### src/rtl/zbt_pixel_packer.sv
// zbt_pixel_packer: packs 9-bit camera pixels four per 36-bit ZBT word,
// tags each word with a linear frame address and queues it for write slots.
module zbt_pixel_packer #(
    parameter int          WIDTH     = 720,
    parameter int          HEIGHT    = 480,
    parameter logic [18:0] BASE_ADDR = 19'd0
) (
    input  logic        clk,
    input  logic        rst_n,
    input  logic        pix_valid,
    input  logic [8:0]  pix_data,
    input  logic        pix_sof,
    input  logic        wr_slot,
    output logic        zbt_we,
    output logic [18:0] zbt_write_addr,
    output logic [35:0] zbt_write_data,
    output logic [2:0]  fifo_level,
    output logic        overflow,
    output logic        frame_done
);

    localparam int          WORDS     = WIDTH * HEIGHT / 4;
    localparam logic [18:0] LAST_ADDR = BASE_ADDR + 19'(WORDS - 1);

    logic [1:0]  r_lane;
    logic [35:0] r_word;
    logic [18:0] r_addr;

    logic [54:0] r_mem [4];
    logic [1:0]  r_wr_ptr;
    logic [1:0]  r_rd_ptr;
    logic [2:0]  r_level;
    logic        r_ovf;

    logic        r_we;
    logic [18:0] r_waddr;
    logic [35:0] r_wdata;
    logic        r_done;

    logic        w_sof;
    logic        w_push;
    logic        w_full;
    logic        w_pop;
    logic        w_push_ok;
    logic        w_drop;
    logic [35:0] w_word;
    logic [18:0] w_addr_next;
    logic [54:0] w_head;

    // SOF restarts the word; a lane-3 SOF pixel therefore never pushes
    assign w_sof       = pix_valid & pix_sof;
    assign w_push      = pix_valid & ~pix_sof & (r_lane == 2'd3);
    assign w_full      = (r_level == 3'd4);
    assign w_pop       = wr_slot & (r_level != 3'd0);
    assign w_push_ok   = w_push & (~w_full | w_pop);
    assign w_drop      = w_push & w_full & ~w_pop;
    // shifting in at the LSB leaves the first pixel in the MSBs after four
    assign w_word      = {r_word[26:0], pix_data};
    assign w_addr_next = (r_addr == LAST_ADDR) ? BASE_ADDR : r_addr + 19'd1;
    assign w_head      = r_mem[r_rd_ptr];

    // lane counter, partial word and next-word address
    always_ff @(posedge clk or negedge rst_n) begin
        if (!rst_n) begin
            r_lane <= 2'd0;
            r_word <= 36'd0;
            r_addr <= BASE_ADDR;
        end else if (w_sof) begin
            r_lane <= 2'd1;
            r_word <= {27'd0, pix_data};
            r_addr <= BASE_ADDR;
        end else if (pix_valid) begin
            r_lane <= r_lane + 2'd1;
            r_word <= w_word;
            if (r_lane == 2'd3) begin
                r_addr <= w_addr_next;
            end
        end
    end

    // FIFO storage; contents are don't-care until written
    always_ff @(posedge clk) begin
        if (w_push_ok) begin
            r_mem[r_wr_ptr] <= {r_addr, w_word};
        end
    end

    // FIFO pointers and occupancy
    always_ff @(posedge clk or negedge rst_n) begin
        if (!rst_n) begin
            r_wr_ptr <= 2'd0;
            r_rd_ptr <= 2'd0;
            r_level  <= 3'd0;
        end else begin
            if (w_push_ok) begin
                r_wr_ptr <= r_wr_ptr + 2'd1;
            end
            if (w_pop) begin
                r_rd_ptr <= r_rd_ptr + 2'd1;
            end
            unique case ({w_push_ok, w_pop})
                2'b10:   r_level <= r_level + 3'd1;
                2'b01:   r_level <= r_level - 3'd1;
                default: r_level <= r_level;
            endcase
        end
    end

    // sticky drop flag, cleared by the next start of frame
    always_ff @(posedge clk or negedge rst_n) begin
        if (!rst_n) begin
            r_ovf <= 1'b0;
        end else if (w_sof) begin
            r_ovf <= 1'b0;
        end else if (w_drop) begin
            r_ovf <= 1'b1;
        end
    end

    // issue register: popped entry drives the ZBT write port one cycle later
    always_ff @(posedge clk or negedge rst_n) begin
        if (!rst_n) begin
            r_we    <= 1'b0;
            r_waddr <= 19'd0;
            r_wdata <= 36'd0;
            r_done  <= 1'b0;
        end else begin
            r_we   <= w_pop;
            r_done <= w_pop & (w_head[54:36] == LAST_ADDR);
            if (w_pop) begin
                r_waddr <= w_head[54:36];
                r_wdata <= w_head[35:0];
            end
        end
    end

    assign zbt_we         = r_we;
    assign zbt_write_addr = r_waddr;
    assign zbt_write_data = r_wdata;
    assign fifo_level     = r_level;
    assign overflow       = r_ovf;
    assign frame_done     = r_done;

endmodule
### config.mk
export PLATFORM = sky130hd
export DESIGN_NAME = zbt_pixel_packer
export DESIGN_NICKNAME = d
export VERILOG_FILES = /design/src/rtl/zbt_pixel_packer.sv
export SDC_FILE = /design/constraint.sdc
export NUM_CORES = 1
export LEC_CHECK = 0
export BUFFER_PORTS_ARGS = -buffer_cell sky130_fd_sc_hd__buf_2
export CAP_MARGIN = 30
export CORE_MARGIN = 8
export CORE_UTILIZATION = 50
export CTS_CLUSTER_DIAMETER = 50
export DETAILED_ROUTE_END_ITERATION = 16
export PLACE_DENSITY_LB_ADDON = 0.1
export SYNTH_ARGS = -nofsm -noshare
export SYNTH_HDL_FRONTEND = slang
export SYNTH_SLANG_ARGS = --single-unit
### constraint.sdc
create_clock -name clk -period 4.5 [get_ports clk]
set_input_delay 1.35 -clock clk [delete_from_list [all_inputs] [get_ports clk]]
set_output_delay 1.35 -clock clk [all_outputs]
set_load 0.01 [all_outputs]
==> flow_metrics.py, run 1 <==
metrics = {
    "drt": {
        "routedWlPerCell_um": 21.0,
        "drc_errors": 0,
        "wl_mm": 26.1,
        "routed_via_density": 5.54,
        "drtIter0Drc": 614,
        "drt_pass1_iterations": 5,
        "vias": 6890,
        "ant_nets": 0,
    },
    "clocking": {
        "h-tree-depth": 2,
        "cts_made_buffers": 36,
        "cts.hold.buffers_added": 0,
        "post_cts_resized": 0,
        "clk_pin_slew_ns": 0.06,
        "cts_setup_buffers": 0,
        "clk_path_buf_depth": 3,
        "cts_tree": "yes",
        "clock_sinks": 333,
        "cts-root-buf": "clkbuf_16",
        "insertion_delay_ns": 0.51,
    },
    "timing": {
        "whs_ns": 0.468,
        "finalCriticalPeriod_ns": 2.85,
        "slew_headroom": 0.489,
        "setup_viol": 0,
        "timing.final.crit_share": 0.633,
        "worst_pin_slew_ns": 0.767,
        "rsz0062_at_grt": "false",
        "timing.fmax_ghz": 0.351,
        "hold_viol_final": 0,
        "clock_skew_ns": 0.00860,
        "slew_violations": 0,
        "fin_setup_tns_ns": 0,
    },
    "power": {
        "powerDensity_nw_per_um2": 577,
        "peakVddDrop_v": 0.000307,
        "leakagePower_nw": 5.65,
    },
    "die": {
        "rows": 58,
        "die_x_um": 176,
        "die_h_um": 176,
        "pin_count": 75,
        "coreArea_um2": 25100,
        "dieArea_um2": 30800,
        "initial_core_util": 0.507,
    },
    "job": {
        "drv_cap": 0,
    },
    "logic_synthesis": {
        "mappedNetlistNets": 816,
        "synth_cell_types": 47,
        "synthFlopType": "edfxtp_1",
        "ys_seq_area_frac": 0.740,
        "async_flop_share": 0.339,
        "synth_area_um2": 12700,
        "yosys_warnings": 0,
        "ys_ff_latch": 333,
        "syn_area_per_cell_um2": 16.0,
        "synth_cells": 795,
        "synth_edf_count": 220,
    },
    "worst_hold_path": {
        "hold_path_depth": 2,
        "hold_path_class": "flip-flop to flip-flop",
    },
    "outcome": {
        "status": "finished clean",
    },
    "cells_and_area": {
        "drive_gt1_frac": 0.231,
        "synthToLayoutAreaGrowth_pct": 15.0,
        "fin_nets": 911,
        "multi_input_area_um2": 3050,
        "nFillCells": 1965,
        "ff_latch_area_um2": 9440,
        "antennaDiodeCount": 0,
    },
    "setup_path": {
        "crit_type": "input port to flip-flop",
        "r2r_slack_ns": 2.15,
        "r2r_cells": 3,
        "worst-path-max-fanout": 34,
        "cp.arrival_ns": 3.27,
        "cp-start-kind": "input port",
        "cp-end-kind": "flip-flop",
        "cp_data_required_time_ns": 4.92,
    },
    "placement": {
        "gp_congestion": 0.802,
        "hpwl_mm": 16.1,
        "io_buffers": 74,
    },
    "grt": {
        "grtUsageTotal": 0.171,
        "grt_max_degree": 56,
        "grt_pass1_wl_mm": 41.2,
        "grt_pass1_vias": 7177,
        "antenna_found_initial": 0,
        "grt-ovfl-total": 0,
    },
}
registers in the layout, indices dropped and copies added, names as in the netlist, 2 cells and up:
register	count
r_rd_ptr	2
zbt_write_data	36
r_addr	19
r_lane	2
fifo_level	3
r_word	27
zbt_write_addr	19
r_wr_ptr	2
r_mem	220
worst paths after layout:
path                                          startpoint                        endpoint
setup / recovery                               pix_valid       fifo_level[2]$_DFFE_PN0P_
min in group asynchronous                          rst_n  zbt_write_addr[15]$_DFFE_PN0P_
hold reg to reg            zbt_write_data[2]$_DFFE_PN0P_   zbt_write_data[2]$_DFFE_PN0P_
max in group asynchronous                          rst_n           r_word[6]$_DFFE_PN0P_
hold / removal             zbt_write_data[2]$_DFFE_PN0P_   zbt_write_data[2]$_DFFE_PN0P_
setup reg to reg                 r_rd_ptr[0]$_DFFE_PN0P_            frame_done$_DFF_PN0_
cell usage in the layout (no fill, tap or decap), types with 15 or more instances in the layout:
master	instances
inv_1	26
clkbuf_16	37
buf_2	73
mux4_2	48
edfxtp_1	220
dfrtp_1	111
o21ai_0	29
a31oi_1	15
nand2_1	204
Yosys cell counts, types with 7 or more instances:
library cell | n | share of area
edfxtp_1 | 220 | 0.52
nand2_1 | 204 | 0.060
dfrtp_1 | 113 | 0.22
mux4_2 | 48 | 0.085
o21ai_0 | 29 | 0.011
inv_1 | 27 | 0.0080
a31oi_1 | 15 | 0.0074
a21oi_1 | 14 | 0.0055
clkbuf_1 | 14 | 0.0041
buf_2 | 12 | 0.0047
mux2_2 | 9 | 0.0080
nand3_1 | 8 | 0.0031
mux4_1 | 7 | 0.014
worst max-delay path: stages:
cell	delay, ns
buf_2	0.11
buf_4	0.25
nor2b_1	0.18
buf_4	0.21
a21oi_1	0.26
inv_1	0.10
fa_1	0.40
o21ai_0	0.22
xor2_1	0.18
layout make-up:
type	instances	share of cell area
tap	330	0.0282
timing repair buffer	92	0.0389
inverter	27	0.00692
multi-input combinational	400	0.208
clock buffer	49	0.0663
sequential	333	0.644
clock inverter	13	0.00769
cell families (layout without fill, tap and decap cells):
group,after synthesis,count (layout),share of synthesized area
flops,333,333,0.740
simple gates,251,251,0.0843
compound gates,71,71,0.0335
mux,66,66,0.109
buf+inv,62,181,0.0221
fa+ha+maj,7,7,0.00746
xor+xnor,5,5,0.00344
per-layer routing:
metal / track usage / wire, µm / vias to the layer above / share of wire
li1: - / - / 3125 / -
met1: 0.245 / 12300 / 3525 / 0.47
met2: 0.265 / 12000 / 198 / 0.46
met3: 0.0335 / 1370 / 42 / 0.052
met4: 0.0484 / 449 / 0 / 0.017
met5: 0 / 0 / - / 0
where the power goes:
part / internal [W] / switching (W) / leakage (nW)
Combinational: 0.000835 / 0.000923 / 1.69
Clock: 0.00158 / 0.00113 / 0.522
Sequential: 0.00364 / 0.000346 / 3.44
metrics by stage:
step                      power, W  worst slack (ns)  area, µm²  std cells  utilization
final                      0.00845              1.65      14700       1244        0.584
after CTS                  0.00859              1.67      14700       1244        0.584
after floorplan            0.00518             0.700      12700        795            -
after detailed placement   0.00585              1.14      13600       1182        0.540
after global placement     0.00581              1.20      13600       1182        0.540
after global routing       0.00891              1.49      14700       1244        0.584
Note: power is estimated with default switching activity, not from simulation.
==> inputs of run 2 (changes only) <==
- clock period: 4.5 -> 2.56 ns (I/O delays scaled with it)
==> run 2 against run 1 <==
Routed wire length is essentially flat. Setup slack worse by 1.2 ns. Combinational power rose by 82%. Cell count increased by 0.48%. Flip-flop and latch count did not move. Non-clock buffer count grew 6. Clock power rose by 83%. Hold slack lost 0.33 ns. Critical endpoint is now zbt_write_data[26]$_DFFE_PN0P_. Sequential power increased by 74%. Utilization rose by 0.61 points. Largest power group unchanged. Via count up 0.84%.
==> flow_metrics.py, run 2 (synthesized netlist as in run 1, its figures left out) <==
metrics = {
    "placement": {
        "hpwl_mm": 16.0,
        "post-place-cells": 1188,
        "gp_congestion": 0.816,
        "io_buffers": 74,
    },
    "drt": {
        "routedWlPerCell_um": 20.9,
        "routed_via_density": 5.56,
        "wl_mm": 26.1,
        "drc_errors": 0,
        "ant_nets": 0,
        "drtIter0Drc": 471,
        "drt_pass1_iterations": 5,
        "vias": 6948,
    },
    "power": {
        "p_sw_w": 0.00418,
        "fin_total_pwr_w": 0.0151,
        "powerDensity_nw_per_um2": 1020,
        "combinationalPowerShare": 0.213,
        "seqPwrFrac": 0.458,
        "p_clk_frac": 0.329,
        "leakagePower_nw": 5.73,
        "switching_share": 0.277,
        "internal_power_w": 0.0109,
        "peakVddDrop_v": 0.000673,
    },
    "die": {
        "dieArea_um2": 30800,
        "pin_count": 75,
        "die_x_um": 176,
        "coreArea_um2": 25100,
        "die_h_um": 176,
        "initial_core_util": 0.507,
        "rows": 58,
    },
    "clocking": {
        "clk_path_buf_depth": 3,
        "cts_made_buffers": 35,
        "post_cts_resized": 0,
        "cts_setup_buffers": 0,
        "clk_pin_slew_ns": 0.06,
        "cts-root-buf": "clkbuf_16",
        "h-tree-depth": 2,
        "clock_sinks": 333,
        "cts_tree": "yes",
        "insertion_delay_ns": 0.50,
        "cts.hold.buffers_added": 0,
    },
    "setup_path": {
        "cp-start-kind": "flip-flop",
        "r2r_slack_ns": 0.48,
        "cp-end-kind": "flip-flop",
        "crit_type": "flip-flop to flip-flop",
        "cp.arrival_ns": 2.47,
        "cp_data_required_time_ns": 2.95,
        "worst-path-max-fanout": 23,
    },
    "timing": {
        "slew_violations": 0,
        "setup_viol": 0,
        "hold_viol_final": 0,
        "rsz0062_at_grt": "false",
        "timing.final.crit_share": 0.812,
        "finalCriticalPeriod_ns": 2.08,
        "slew_headroom": 0.535,
        "clock_skew_ns": 0.0109,
        "worst_pin_slew_ns": 0.693,
        "timing.fmax_ghz": 0.481,
    },
    "cells_and_area": {
        "antennaDiodeCount": 0,
        "final_cell_mix": "edfxtp_1 (220), nand2_1 (204), dfrtp_1 (111), buf_2 (73), mux4_2 (48)",
        "drive_gt1_frac": 0.237,
        "nFillCells": 1967,
        "largest_reg_flops": 220,
        "final_common_cell": "edfxtp_1",
        "fin_nets": 916,
        "top_register": "r_mem",
        "finalNonFillerCells": 1250,
        "synthToLayoutAreaGrowth_pct": 16.2,
    },
    "grt": {
        "grtUsageTotal": 0.173,
        "grt_pass1_vias": 7303,
        "grt_max_degree": 59,
        "grt_pass1_wl_mm": 41.6,
        "grt-ovfl-total": 0,
        "antenna_found_initial": 0,
    },
    "worst_hold_path": {
        "hold_path_class": "input port to asynchronous set/reset pin",
    },
    "outcome": {
        "status": "finished clean",
    },
    "job": {
        "drv_cap": 0,
    },
}
run 2: power groups by stage:
| stage | sequential [W] | clock [W] | combinational, W |
|---|---|---|---|
| 2_1_floorplan | 0.00703 | 0 | 0.00207 |
| 3_3_place_gp | 0.00699 | 0 | 0.00325 |
| 3_5_place_dp | 0.00703 | 0 | 0.00330 |
| 4_1_cts | 0.00693 | 0.00507 | 0.00331 |
| 5_1_grt | 0.00702 | 0.00525 | 0.00356 |
| 6_report | 0.00692 | 0.00497 | 0.00321 |
run 2: layout make-up:
cell class                      instances  area (µm²)  area share
Inverter                               27         101     0.00684
Clock buffer                           55        1050      0.0710
Tap cell                              330         413      0.0279
Clock inverter                          7        91.3     0.00617
Timing Repair Buffer                   98         666      0.0450
Multi-Input combinational cell        400        3050       0.206
Sequential cell                       333        9440       0.637
run 2: path summary, 6_finish.rpt:
| path | start | end | cells after the start |
|---|---|---|---|
| min in group clk | zbt_write_data[21]$_DFFE_PN0P_ | zbt_write_data[21]$_DFFE_PN0P_ | 2 |
| worst min-delay path | rst_n | zbt_write_addr[7]$_DFFE_PN0P_ | 1 |
| max in group asynchronous | rst_n | r_rd_ptr[0]$_DFFE_PN0P_ | 2 |
| worst max register to register | r_rd_ptr[0]$_DFFE_PN0P_ | zbt_write_data[26]$_DFFE_PN0P_ | 4 |
| worst max-delay path | r_rd_ptr[0]$_DFFE_PN0P_ | zbt_write_data[26]$_DFFE_PN0P_ | 4 |
| worst min register to register | zbt_write_data[21]$_DFFE_PN0P_ | zbt_write_data[21]$_DFFE_PN0P_ | 2 |
run 2: per-stage QoR:
step | cell area (µm²) | setup TNS, ns | util | setup WS [ns] | hold slack (ns)
finish | 14800 | 0 | 0.590 | 0.481 | 0.140
global route | 14800 | 0 | 0.590 | 0.331 | 0.138
CTS | 14800 | 0 | 0.590 | 0.421 | 0.129
detailed placement | 13700 | 0 | 0.544 | 0.283 | 0.458
global placement | 13700 | 0 | 0.544 | 0.316 | 0.453
floorplan | 12700 | -16.63 | - | -0.0756 | 0.446
run 2: critical path, cell delays in order (launching register included):
cell,delay [ns]
dfrtp_4,0.68
buf_4,0.53
mux4_2,0.57
nand2_1,0.12
nand2_1,0.06
run 2: per-layer routing:
metal | wire length [µm] | part of all wire | up-vias | track usage
met2 | 12100 | 0.46 | 189 | 0.271
met5 | 0 | 0 | - | 0
met3 | 1490 | 0.057 | 43 | 0.0277
met4 | 442 | 0.017 | 0 | 0.0495
li1 | - | - | 3136 | -
met1 | 12100 | 0.46 | 3580 | 0.248
==> inputs of run 3 (changes only) <==
- ABC_AREA: default -> 1
- clock period: 2.56 -> 2.1 ns (I/O delays scaled with it)
==> run 3 against run 2 <==
Synthesized area grew 3.4%. Non-clock buffer count grew 15. Sequential share of layout area shrank 2.6 points. Utilization is 0.44 points higher.
==> flow_metrics.py, run 3 <==
metrics = {
    "timing": {
        "rsz0062_at_grt": "false",
        "timing.fmax_ghz": 0.530,
        "hold_viol_final": 0,
        "clock_skew_ns": 0.0231,
        "timing.final.crit_share": 0.899,
        "fin_setup_tns_ns": 0,
        "slew_violations": 0,
        "slew_headroom": 0.668,
        "whs_ns": 0.0898,
        "worst_pin_slew_ns": 0.493,
        "setup_viol": 0,
        "finalCriticalPeriod_ns": 1.89,
        "setup_slack_ns": 0.213,
    },
    "placement": {
        "placed_cell_area_um2": 14200,
        "hpwl_mm": 18.1,
        "post-place-cells": 1562,
        "io_buffers": 74,
        "gp_congestion": 0.816,
        "dp_worst_setup_slack_ns": 0.0983,
    },
    "die": {
        "die_x_um": 178,
        "dieArea_um2": 31800,
        "initial_core_util": 0.507,
        "die_h_um": 178,
        "pin_count": 75,
        "coreArea_um2": 26000,
        "rows": 59,
    },
    "setup_path": {
        "crit_start": "r_rd_ptr[0]$_DFFE_PN0P_",
        "cp-end-kind": "flip-flop",
        "crit_type": "flip-flop to flip-flop",
        "crit_cells": 7,
        "r2r_slack_ns": 0.21,
        "worstReg2RegEnd": "frame_done$_DFF_PN0_",
        "cp_data_required_time_ns": 2.55,
        "r2r-start": "r_rd_ptr[0]$_DFFE_PN0P_",
        "cp.arrival_ns": 2.33,
        "cp-start-kind": "flip-flop",
        "cp_slowest_stage_delay_ns": 0.59,
        "path_cells": "buf_12, o21ai_0, o21ai_0, nand2_1, nor2_1, nand2_1, nor2_1",
        "crit_slowest_cell": "dfrtp_4",
        "r2r_cells": 7,
        "worst-path-max-fanout": 55,
        "critical-path-top-delay-family": "flip-flops",
        "critical_path.endpoint": "frame_done$_DFF_PN0_",
        "crit_buf_inv": 1,
    },
    "logic_synthesis": {
        "synthAdderAreaFrac": 0.00722,
        "synth_area_um2": 13200,
        "ys_ff_latch": 333,
        "synthDominantCellAreaShare": 0.501,
        "syn_area_per_cell_um2": 11.3,
        "synth_most_common_cell": "nor2_1",
        "synth_top_family_by_area": "simple AND/OR/NAND/NOR gates",
        "synthTopCellsByArea": "edfxtp_1 (50%), dfrtp_1 (21%), nor2_1 (6.6%)",
        "synth_compound_area_frac": 0.0754,
        "yosys.area.top_type": "edfxtp_1",
        "synth-simple-area-share": 0.150,
        "synthFlopType": "edfxtp_1",
        "ys_seq_area_frac": 0.716,
        "mappedNetlistNets": 1188,
        "synth_cells": 1167,
        "synth_edf_count": 220,
        "async_flop_share": 0.339,
        "synth-xor-area-share": 0.00798,
        "yosys_warnings": 0,
        "synth_cell_types": 32,
        "synthMuxAreaShare": 0,
        "synthTopCellsByCount": "nor2_1 (231), edfxtp_1 (220), nand2_1 (213)",
    },
    "grt": {
        "grt_pass1_vias": 8391,
        "grtUsageTotal": 0.188,
        "grt_max_degree": 67,
        "grt-ovfl-total": 0,
        "grt_pass1_wl_mm": 46.6,
        "antenna_found_initial": 0,
    },
    "outcome": {
        "status": "finished clean",
    },
    "power": {
        "peakVddDrop_v": 0.000781,
        "leakagePower_nw": 6.10,
        "powerDensity_nw_per_um2": 1280,
    },
    "clocking": {
        "h-tree-depth": 2,
        "cts-root-buf": "clkbuf_16",
        "clock_sinks": 333,
        "cts_setup_buffers": 0,
        "clk_path_buf_depth": 3,
        "insertion_delay_ns": 0.53,
        "clk_pin_slew_ns": 0.06,
        "cts_made_buffers": 37,
        "cts.hold.buffers_added": 0,
        "post_cts_resized": 0,
        "cts_tree": "yes",
    },
    "worst_hold_path": {
        "hold_path_class": "input port to asynchronous set/reset pin",
    },
    "drt": {
        "routedWlPerCell_um": 18.0,
        "ant_nets": 0,
        "drtIter0Drc": 543,
        "drc_errors": 0,
        "drt_pass1_iterations": 5,
        "vias": 8546,
        "wl_mm": 29.4,
        "routed_via_density": 5.24,
    },
    "cells_and_area": {
        "top_register": "r_mem",
        "largest_reg_flops": 220,
        "synthToLayoutAreaGrowth_pct": 17.2,
        "antennaDiodeCount": 0,
        "fin_nets": 1287,
        "finalNonFillerCells": 1630,
        "fin_area_um2": 15400,
        "drive_gt1_frac": 0.144,
        "final_common_cell": "nor2_1",
        "final_cell_mix": "nor2_1 (227), edfxtp_1 (220), nand2_1 (212), dfrtp_1 (111), o21ai_0 (109)",
    },
    "job": {
        "drv_cap": 0,
    },
}
## run 3: changes by cell type after synthesis, sizes merged, moves of 12 or more
cell,before,now
nor2,7,234
mux4,55,0
inv,27,79
nand3,8,42
buf,21,34
o21ai,30,120
a31oi,16,46
a21oi,14,1
o22ai,0,12
## run 3: per-stage QoR
stage / power [W] / utilization
2_1_floorplan: 0.0117 / -
3_3_place_gp: 0.0136 / 0.547
3_5_place_dp: 0.0137 / 0.547
4_1_cts: 0.0200 / 0.594
5_1_grt: 0.0210 / 0.594
6_report: 0.0198 / 0.594
## run 3: worst register-to-register path, stage by stage, from the launching register on
cell and delay [ns]:
dfrtp_4 0.59, buf_12 0.30, o21ai_0 0.14, o21ai_0 0.42
nand2_1 0.09, nor2_1 0.10, nand2_1 0.08, nor2_1 0.10
## run 3: cell type report
| cell class | instances | area [µm²] |
|---|---|---|
| clock buffer | 53 | 1080 |
| fill | 2135 | 10500 |
| timing repair buffer | 113 | 841 |
| clock inverter | 15 | 136 |
| inverter | 79 | 300 |
| sequential | 333 | 9440 |
| tap | 335 | 419 |
| multi-input combinational | 702 | 3220 |
## run 3: worst min-delay path by stage
stage | startpoint | to | slack (ns) | cells past startpoint
6_report | rst_n | zbt_write_addr[16]$_DFFE_PN0P_ | 0.09 | 2
5_1_grt | rst_n | zbt_write_addr[16]$_DFFE_PN0P_ | 0.11 | 2
4_1_cts | rst_n | zbt_write_addr[16]$_DFFE_PN0P_ | 0.1 | 2
3_5_place_dp | zbt_write_addr[11]$_DFFE_PN0P_ | zbt_write_addr[11]$_DFFE_PN0P_ | 0.47 | 2
3_3_place_gp | zbt_write_addr[17]$_DFFE_PN0P_ | zbt_write_addr[17]$_DFFE_PN0P_ | 0.46 | 2
2_1_floorplan | rst_n | fifo_level[0]$_DFFE_PN0P_ | 0.33 | 0
## run 3: layer usage
metal | track usage | vias up | routed length, µm
li1 | - | 4154 | -
met4 | 0.0472 | 0 | 431
met2 | 0.297 | 186 | 13600
met1 | 0.266 | 4172 | 13800
met5 | 0 | - | 0
met3 | 0.0337 | 34 | 1540
## run 3: cells by family after synthesis
family          count (synthesis)
xor+xnor                       12
simple gates                  501
buf+inv                       132
flops                         333
fa+ha+maj                       7
compound gates                182
## run 3: report_power, final
| group | total, W | internal [W] | switching (W) |
|---|---|---|---|
| combinational | 0.00514 | 0.00183 | 0.00331 |
| sequential | 0.00834 | 0.00779 | 0.000549 |
| clock | 0.00632 | 0.00375 | 0.00257 |
| total | 0.0198 | 0.0134 | 0.00643 |
